### src/rtl/swap_engine_if.sv
// Request and RAM-port bundle for swap_engine.
// Handshake: start is a request that is accepted only while the engine is
// idle (busy=0); once accepted, busy stays high up to and including the
// single done cycle, and start/addr_i/addr_j are ignored until busy drops.
// val_i/val_j hold the pre-swap words from done until the next accepted start.
interface swap_engine_if #(
    parameter int DATA_W = 8,
    parameter int ADDR_W = 8
);
    logic              start;
    logic [ADDR_W-1:0] addr_i;
    logic [ADDR_W-1:0] addr_j;
    logic              busy;
    logic              done;
    logic [DATA_W-1:0] val_i;
    logic [DATA_W-1:0] val_j;
    logic [ADDR_W-1:0] mem_addr;
    logic              mem_wren;
    logic [DATA_W-1:0] mem_wdata;
    logic [DATA_W-1:0] mem_rdata;

    // Controller plus RAM side: issues requests and returns read data.
    modport master (
        output start, addr_i, addr_j, mem_rdata,
        input  busy, done, val_i, val_j, mem_addr, mem_wren, mem_wdata
    );

    // Engine side.
    modport slave (
        input  start, addr_i, addr_j, mem_rdata,
        output busy, done, val_i, val_j, mem_addr, mem_wren, mem_wdata
    );
endinterface

### src/rtl/swap_engine.sv
// Read-read-write-write swap of two words in a single-port synchronous RAM.
// Reads mem[ai] and mem[aj], writes each to the other location, returns the
// old values and pulses done. All RAM port signals are registered.
module swap_engine #(
    parameter int DATA_W    = 8,
    parameter int ADDR_W    = 8,
    parameter int RD_LAT    = 1,
    parameter int SKIP_SAME = 1
) (
    input  logic       clk,
    input  logic       reset_n,
    swap_engine_if.slave bus,
    output logic [2:0] dbg_state_o
);
    localparam int CNT_W = (RD_LAT < 1) ? 1 : $clog2(RD_LAT + 1);

    typedef enum logic [2:0] {
        S_IDLE = 3'd0,
        S_RD_I = 3'd1,
        S_RD_J = 3'd2,
        S_WR_I = 3'd3,
        S_WR_J = 3'd4,
        S_DONE = 3'd5
    } state_t;

    state_t            state_q;
    logic [CNT_W-1:0]  cnt_q;
    logic [ADDR_W-1:0] ai_q;
    logic [ADDR_W-1:0] aj_q;
    logic [ADDR_W-1:0] mem_addr_q;
    logic              mem_wren_q;
    logic [DATA_W-1:0] mem_wdata_q;
    logic [DATA_W-1:0] val_i_q;
    logic [DATA_W-1:0] val_j_q;
    logic              busy_q;
    logic              done_q;
    logic              rd_last;
    logic              same_addr;

    // Each read state holds its address for RD_LAT+1 cycles; the last edge
    // of that window is where read data is valid.
    assign rd_last   = (cnt_q == CNT_W'(RD_LAT));
    assign same_addr = (SKIP_SAME != 0) && (ai_q == aj_q);

    // Sequencer: state, wait counter, latched addresses and all registered outputs.
    always_ff @(posedge clk or negedge reset_n) begin
        if (!reset_n) begin
            state_q     <= S_IDLE;
            cnt_q       <= '0;
            ai_q        <= '0;
            aj_q        <= '0;
            mem_addr_q  <= '0;
            mem_wren_q  <= 1'b0;
            mem_wdata_q <= '0;
            val_i_q     <= '0;
            val_j_q     <= '0;
            busy_q      <= 1'b0;
            done_q      <= 1'b0;
        end else begin
            case (state_q)
                S_IDLE: begin
                    if (bus.start) begin
                        ai_q       <= bus.addr_i;
                        aj_q       <= bus.addr_j;
                        mem_addr_q <= bus.addr_i;
                        cnt_q      <= '0;
                        busy_q     <= 1'b1;
                        state_q    <= S_RD_I;
                    end
                end
                S_RD_I: begin
                    if (rd_last) begin
                        cnt_q   <= '0;
                        val_i_q <= bus.mem_rdata;
                        if (same_addr) begin
                            // Nothing to exchange: both old values are the same word.
                            val_j_q <= bus.mem_rdata;
                            done_q  <= 1'b1;
                            state_q <= S_DONE;
                        end else begin
                            mem_addr_q <= aj_q;
                            state_q    <= S_RD_J;
                        end
                    end else begin
                        cnt_q <= cnt_q + 1'b1;
                    end
                end
                S_RD_J: begin
                    if (rd_last) begin
                        cnt_q       <= '0;
                        val_j_q     <= bus.mem_rdata;
                        mem_addr_q  <= ai_q;
                        mem_wdata_q <= bus.mem_rdata;
                        mem_wren_q  <= 1'b1;
                        state_q     <= S_WR_I;
                    end else begin
                        cnt_q <= cnt_q + 1'b1;
                    end
                end
                S_WR_I: begin
                    mem_addr_q  <= aj_q;
                    mem_wdata_q <= val_i_q;
                    state_q     <= S_WR_J;
                end
                S_WR_J: begin
                    mem_wren_q <= 1'b0;
                    done_q     <= 1'b1;
                    state_q    <= S_DONE;
                end
                S_DONE: begin
                    done_q  <= 1'b0;
                    busy_q  <= 1'b0;
                    state_q <= S_IDLE;
                end
                default: begin
                    mem_wren_q <= 1'b0;
                    done_q     <= 1'b0;
                    busy_q     <= 1'b0;
                    state_q    <= S_IDLE;
                end
            endcase
        end
    end

    assign bus.busy      = busy_q;
    assign bus.done      = done_q;
    assign bus.val_i     = val_i_q;
    assign bus.val_j     = val_j_q;
    assign bus.mem_addr  = mem_addr_q;
    assign bus.mem_wren  = mem_wren_q;
    assign bus.mem_wdata = mem_wdata_q;
    assign dbg_state_o   = state_q;
endmodule

### src/flat_wrapper.sv
// flat-port wrapper written by rule: the top's interface ports become plain ports
module swap_engine_flat 
#(
    parameter int DATA_W    = 8,
    parameter int ADDR_W    = 8,
    parameter int RD_LAT    = 1,
    parameter int SKIP_SAME = 1
)
  (clk, reset_n, dbg_state_o, bus_start, bus_addr_i, bus_addr_j, bus_mem_rdata, bus_busy, bus_done, bus_val_i, bus_val_j, bus_mem_addr, bus_mem_wren, bus_mem_wdata);
  swap_engine_if #(.DATA_W(DATA_W), .ADDR_W(ADDR_W)) bus_i ();
  input  logic clk;
  input  logic reset_n;
  output logic [2:0] dbg_state_o;
  input wire logic [$bits(bus_i.start)-1:0] bus_start;
  input wire logic [$bits(bus_i.addr_i)-1:0] bus_addr_i;
  input wire logic [$bits(bus_i.addr_j)-1:0] bus_addr_j;
  input wire logic [$bits(bus_i.mem_rdata)-1:0] bus_mem_rdata;
  output wire logic [$bits(bus_i.busy)-1:0] bus_busy;
  output wire logic [$bits(bus_i.done)-1:0] bus_done;
  output wire logic [$bits(bus_i.val_i)-1:0] bus_val_i;
  output wire logic [$bits(bus_i.val_j)-1:0] bus_val_j;
  output wire logic [$bits(bus_i.mem_addr)-1:0] bus_mem_addr;
  output wire logic [$bits(bus_i.mem_wren)-1:0] bus_mem_wren;
  output wire logic [$bits(bus_i.mem_wdata)-1:0] bus_mem_wdata;
  assign bus_i.start = bus_start;
  assign bus_i.addr_i = bus_addr_i;
  assign bus_i.addr_j = bus_addr_j;
  assign bus_i.mem_rdata = bus_mem_rdata;
  assign bus_busy = bus_i.busy;
  assign bus_done = bus_i.done;
  assign bus_val_i = bus_i.val_i;
  assign bus_val_j = bus_i.val_j;
  assign bus_mem_addr = bus_i.mem_addr;
  assign bus_mem_wren = bus_i.mem_wren;
  assign bus_mem_wdata = bus_i.mem_wdata;
  swap_engine #(.DATA_W(DATA_W), .ADDR_W(ADDR_W), .RD_LAT(RD_LAT), .SKIP_SAME(SKIP_SAME)) u_core (.clk(clk), .reset_n(reset_n), .bus(bus_i), .dbg_state_o(dbg_state_o));
endmodule
### config.mk
export PLATFORM = sky130hd
export DESIGN_NAME = swap_engine_flat
export DESIGN_NICKNAME = d
export VERILOG_FILES = /design/src/rtl/swap_engine_if.sv /design/src/rtl/swap_engine.sv /design/src/flat_wrapper.sv
export SDC_FILE = /design/constraint.sdc
export NUM_CORES = 1
export LEC_CHECK = 0
export BUFFER_PORTS_ARGS = -buffer_cell sky130_fd_sc_hd__buf_2
export CAP_MARGIN = 15
export CORE_MARGIN = 2
export CORE_UTILIZATION = 57
export CTS_CLUSTER_SIZE = 12
export DETAILED_ROUTE_END_ITERATION = 16
export GPL_TIMING_DRIVEN = 0
export HOLD_SLACK_MARGIN = 0.06
export PLACE_DENSITY = 0.89
export SLEW_MARGIN = 20
export SYNTH_ARGS = -nofsm -noshare
export SYNTH_HDL_FRONTEND = slang
export SYNTH_SLANG_ARGS = --single-unit
### constraint.sdc
create_clock -name clk -period 2.85 [get_ports clk]
set_input_delay 0.1425 -clock clk [delete_from_list [all_inputs] [get_ports clk]]
set_output_delay 0.1425 -clock clk [all_outputs]
set_load 0.05 [all_outputs]
==> results of run 1 <==
## through the flow
stage	hold WS, ps	util	cell area [um^2]
2_1_floorplan	-153.1	-	2706
3_3_place_gp	372.8	0.6639	3094
3_5_place_dp	226.8	0.6644	3097
4_1_cts	64.03	0.7047	3284
5_1_grt	67.74	0.7047	3284
6_report	62.85	0.7047	3284
## layout make-up
cell class                 count  area [um^2]  area share
inverter                       5        18.77    0.005714
buffer                        18        92.59     0.02819
clock buffer                   6        82.58     0.02514
multi-input combinational    154         1219      0.3710
clock inverter                 2        35.03     0.01067
tap                           54        67.56     0.02057
timing repair buffer          71        392.9      0.1196
sequential                    55         1376      0.4190
## cell usage after synthesis, types with 2 or more instances
cell and instances:
nand4_1 3, o22ai_1 15, nor2_1 3, nand2_1 7
dfrtp_1 55, a21oi_1 19, o21ai_0 5, inv_1 3
a31oi_1 9, buf_2 8, o2bb2ai_1 2, mux2_2 25
xnor2_1 8, mux2_4 8, buf_4 2, nand2b_1 9
a22o_1 15, o211ai_1 2, clkbuf_1 6, nor2b_1 4
o32ai_1 8
## worst max-delay path: cells and delay by family, from the launching register on
kind / cells / cell delay [ps]
flip-flops: 1 / 420
AND/OR/NAND/NOR: 2 / 360
AO/OA/AOI/OAI: 2 / 280
buffers and inverters: 3 / 700
## repair_timing
action	in CTS	in global routing
endpoints found under the hold margin	61	0
resized for setup	0	0
hold buffers	7	0
## cell usage in the layout (no fill, tap or decap), drive strengths merged, types with 3 or more instances in the layout
master       Yosys  final
dfrtp           55     55
nand4            3      3
a22o            15     15
xnor2            8      8
o21ai            5      5
nor2             3      3
o32ai            8      8
mux2            33     33
nor2b            4      4
a31oi            9      9
o22ai           15     15
a21oi           19     19
nand2            7      7
dlygate4sd3      0      7
clkbuf           6     12
inv              4      4
buf             12     76
nand2b           9      9
## routing by layer
layer  GRT usage  routed length [um]  share of wire
met1      0.3585                2760           0.45
met2      0.3687                2973           0.48
met3     0.05525                 356          0.057
met4     0.09465                 110          0.018
met5           0                   0              0
## cell families (layout without fill, tap and decap cells)
kind of cell | count (synthesis) | after routing | share of synthesized area
DFF | 55 | 55 | 0.5086
xor gates and xnor gates | 8 | 8 | 0.02589
buffers and inverters | 23 | 102 | 0.04114
and+or+nand+nor | 32 | 32 | 0.06981
muxes | 33 | 33 | 0.1484
AOI/OAI and AO/OA | 81 | 81 | 0.2062
## flip-flops by register name, indices dropped and copies added (netlist names)
| name | count |
|---|---|
| u_core.bus.mem_wren | 1 |
| u_core.bus.val_i | 8 |
| u_core.bus.mem_wdata | 8 |
| u_core.bus.busy | 1 |
| u_core.bus.val_j | 8 |
| u_core.bus.done | 1 |
| u_core.cnt_q | 1 |
| u_core.dbg_state_o | 3 |
| u_core.aj_q | 8 |
| u_core.bus.mem_addr | 8 |
| u_core.ai_q | 8 |
## path summary, 6_finish.rpt
path                                                 to                  start  depth (start not counted)
worst min-delay path                     u_core.aj_q[6]          bus_addr_j[6]                          2
worst min register to register      u_core.bus.val_j[3]    u_core.bus.val_j[3]                          1
min in group asynchronous                u_core.ai_q[4]                reset_n                          2
max in group asynchronous         u_core.dbg_state_o[2]                reset_n                          2
worst max-delay path            u_core.bus.mem_wdata[5]  u_core.dbg_state_o[1]                          7
worst max register to register  u_core.bus.mem_wdata[5]  u_core.dbg_state_o[1]                          7
==> impl_metrics.tcl, run 1 <==
set metrics [dict create \
    synth.top_cell.area_share 0.5086 \
    clk_path_buf_depth 2 \
    fmax_mhz 525.5 \
    clock_latency_ps 320 \
    end_kind "register" \
    dp.cells 350 \
    synth.avg_cell_area_um2 11.67 \
    synth_largest_area_cell "dfrtp_1" \
    cap_violations 0 \
    dieArea_um2 5315 \
    rsz0062_at_grt "false" \
    min-delay-path-class "input port to register" \
    synth_edf_count 0 \
    status "finished, final reports clean" \
    relSlewSlack 0.5414 \
    fin_cells 365 \
    grt_pass1_vias 1994 \
    drt_pass1_iterations 7 \
    wl_mm 6.202 \
    drcViolationCount 0 \
    cts_tree "done" \
    syn-num-nets 259 \
    ys_ff_latch 55 \
    fp.dieW_um 72.91 \
    cts_sinks 55 \
    core_um2 4661 \
    pin_count 65 \
    io_buffers 64 \
    required_ps 3020 \
    drtIter0Drc 162 \
    gr-total-overflow 0 \
    rows 25 \
    slowest_stage "dfrtp_1" \
    yosysUniqueCellTypes 37 \
    cts_buffers 5 \
    fin_nets 337 \
    min_period_ps 1903 \
    tns_ps 0 \
    tightest_slew_ps 687.8 \
    worst_slack_ps 947.1 \
    setup_viol 0 \
    antenna_found_initial 0 \
    period_share 0.6677 \
    ys_top_cells_by_area "dfrtp_1 (51%), mux2_2 (10%), a22o_1 (4.9%)" \
    wire_per_inst_um 16.99 \
    finalHoldViolCount 0 \
    crit_chain "buf_2, nor2b_1, buf_2, buf_2, nand2_1, o22ai_1, a21oi_1" \
    grt_max_degree 56 \
    ys.flop_type "dfrtp_1" \
    cp.arrival_ps 2080 \
    worstPathMaxFanout 10 \
    ys_seq_area_frac 0.5086 \
    r2r_slack_ps 950 \
    cts.clk_slew.worst_paths_ps 100 \
    dp_slack_ps 979.3 \
    grt_pass1_wl_mm 9.936 \
    postCtsSetupBuffers 0 \
    postRouteAntennaNets 0 \
    worst_setup_path_start_kind "register" \
    worst_path_largest_cell_delay_ps 420 \
    drive_gt1_frac 0.3923 \
    cts_root_buffer "clkbuf_8" \
    syn_area_um2 2706 \
    track_usage 0.2482 \
    start_util 0.5807 \
    syn2layout_area_growth_pct 21.36 \
    via_count 2172 \
    cp_common_cell "buf_2" \
    slew_viol_final 0 \
    yosys_warnings 0 \
    die_y_um 72.91 \
    fillerInstances 326 \
    dpl.hpwl_mm 4.313 \
    htree_levels 2 \
    synth_cells 232 \
    path_class "register to register" \
    viasPerCell 5.951 \
    async_flop_share 1.000 \
    place.gp.congestion 0.8520 \
    fin_worst_skew_ps 7.773 \
    antenna_cells 0 \
]
Power of run 1 is left out: the tool's default activity adds up to more than one toggle a clock period on the data nets, which glitch-free logic cannot reach.
==> inputs of run 2 (changes only) <==
--- a/config.mk
+++ b/config.mk
@@ -8,12 +8,12 @@
 export BUFFER_PORTS_ARGS = -buffer_cell sky130_fd_sc_hd__buf_2
 export CAP_MARGIN = 15
 export CORE_MARGIN = 2
-export CORE_UTILIZATION = 57
+export CORE_UTILIZATION = 53
 export CTS_CLUSTER_SIZE = 12
 export DETAILED_ROUTE_END_ITERATION = 16
 export GPL_TIMING_DRIVEN = 0
 export HOLD_SLACK_MARGIN = 0.06
-export PLACE_DENSITY = 0.89
+export PLACE_DENSITY = 0.84
 export SLEW_MARGIN = 20
 export SYNTH_ARGS = -nofsm -noshare
 export SYNTH_HDL_FRONTEND = slang
==> constraint.sdc (replaced) <==
create_clock -name clk -period 1.9 [get_ports clk]
set_input_delay 0.095 -clock clk [delete_from_list [all_inputs] [get_ports clk]]
set_output_delay 0.095 -clock clk [all_outputs]
set_load 0.05 [all_outputs]
==> run 2 against run 1 <==
  * Setup slack got worse by 880 ps
  * Utilization fell by 0.27 points
  * Sequential cell count unchanged
  * Routed wire length up 5.3%
  * Critical path depth fell by 1
  * Non-clock buffer count increased by 19
  * Sequential share of layout area shrank 2.7 points
  * Die area is 7.1% higher
==> impl_metrics.tcl, run 2 (synthesized netlist as in run 1, its figures left out) <==
set metrics [dict create \
    drive_gt1_frac 0.3909 \
    period_share 0.9642 \
    setup_viol 0 \
    dieArea_um2 5694 \
    r2r_slack_ps 70 \
    crit_chain "clkbuf_4, nor2_2, and2_1, buf_2, buf_6, mux2_2" \
    io_buffers 64 \
    clock_latency_ps 310 \
    dpl.hpwl_mm 4.286 \
    critical_path_buf_inv_count 3 \
    gr-total-overflow 0 \
    tns_ps 0 \
    worst_slack_ps 68.02 \
    relSlewSlack 0.5397 \
    cts.clk_slew.worst_paths_ps 100 \
    cts_tree "done" \
    grt_max_degree 56 \
    cts_buffers 5 \
    fmax_mhz 545.9 \
    cts_sinks 55 \
    die_y_um 75.46 \
    pin_count 65 \
    postRouteAntennaNets 0 \
    grt_pass1_wl_mm 10.59 \
    core_um2 5010 \
    critPathTopFamily "buffers and inverters" \
    worst_setup_path_start_kind "register" \
    ff2ff_path_depth 6 \
    tightest_slew_ps 690.5 \
    fin_nets 356 \
    drt_pass1_iterations 4 \
    mostFrequentLayoutCell "buf_2" \
    worst_path_largest_cell_delay_ps 450 \
    drtIter0Drc 208 \
    wl_mm 6.531 \
    mostFrequentLayoutCells "buf_2 (69), dfrtp_1 (52), mux2_2 (25), dlygate4sd3_1 (25), a21oi_1 (19)" \
    start_util 0.5402 \
    syn2layout_area_growth_pct 29.96 \
    min-delay-path-class "input port to register" \
    endpoint "u_core.aj_q[2]" \
    clk_path_buf_depth 2 \
    fin_worst_skew_ps 10.58 \
    slew_viol_final 0 \
    htree_levels 2 \
    crit-reg2reg-launch "u_core.dbg_state_o[1]" \
    fp.dieW_um 75.46 \
    required_ps 2090 \
    crit_start "u_core.dbg_state_o[1]" \
    place.gp.congestion 0.8680 \
    via_count 2276 \
    dp_slack_ps 29.35 \
    status "finished, final reports clean" \
    worstPathMaxFanout 10 \
    drcViolationCount 0 \
    fillerInstances 371 \
    path_class "register to register" \
    cts_root_buffer "clkbuf_8" \
    wire_per_inst_um 16.33 \
    min_period_ps 1832 \
    grt_pass1_vias 2183 \
    viasPerCell 5.690 \
    fin_area_um2 3517 \
    antenna_cells 0 \
    finalHoldViolCount 0 \
    antenna_found_initial 0 \
    rows 26 \
    slowest_stage "dfrtp_2" \
    cp.arrival_ps 2020 \
    path_depth 6 \
    dpl_cell_area_um2 3119 \
    r2r-end "u_core.aj_q[2]" \
    cap_violations 0 \
    end_kind "register" \
    track_usage 0.2472 \
]
## run 2: layer usage
metal  part of all wire  GRT usage  vias to the layer above
met4              0.015     0.1131                        0
li1                   -          -                     1071
met1               0.45     0.3434                     1138
met3              0.040    0.05423                        9
met2               0.49     0.3729                       58
met5                  0          0                        -
## run 2: final cells by class
type	count	area, um^2	area share
Buffer	18	101.3	0.02882
Clock buffer	6	82.58	0.02348
Clock inverter	2	35.03	0.009961
Inverter	5	18.77	0.005336
Multi-Input combinational cell	154	1231	0.3501
Sequential cell	55	1380	0.3924
Tap cell	70	87.58	0.02490
Timing Repair Buffer	90	580.6	0.1651
## run 2: how the worst min path moves through the flow
stage                       start                    end  slack, ps  cells past startpoint
finish                  bus_start  u_core.dbg_state_o[0]        160                      4
global route            bus_start  u_core.dbg_state_o[0]        200                      4
CTS                     bus_start  u_core.dbg_state_o[0]        150                      4
detailed placement        reset_n         u_core.aj_q[4]        180                      1
global placement    bus_addr_j[3]         u_core.aj_q[3]        330                      2
floorplan                 reset_n         u_core.ai_q[0]       -200                      0
## run 2: worst min-delay path: stages
cell and delay [ps]:
buf_2 120, o21ai_0 80, nand2_1 60, a31o_2 90
## run 2: what timing repair did
item,CTS,global route
setup buffers,0,1
resized for setup,1,6
hold buffers,25,0
pin swaps,0,1
endpoints found under the hold margin,87,0
setup endpoints to repair,1,23
## run 2: through the flow
stage | hold slack (ps) | util | cells
2_1_floorplan | -200.6 | - | 232
3_3_place_gp | 325.6 | 0.6221 | 366
3_5_place_dp | 180.6 | 0.6226 | 366
4_1_cts | 150.7 | 0.6966 | 399
5_1_grt | 199.1 | 0.7020 | 400
6_report | 164.2 | 0.7020 | 400
Power of run 2 is left out for the same reason.
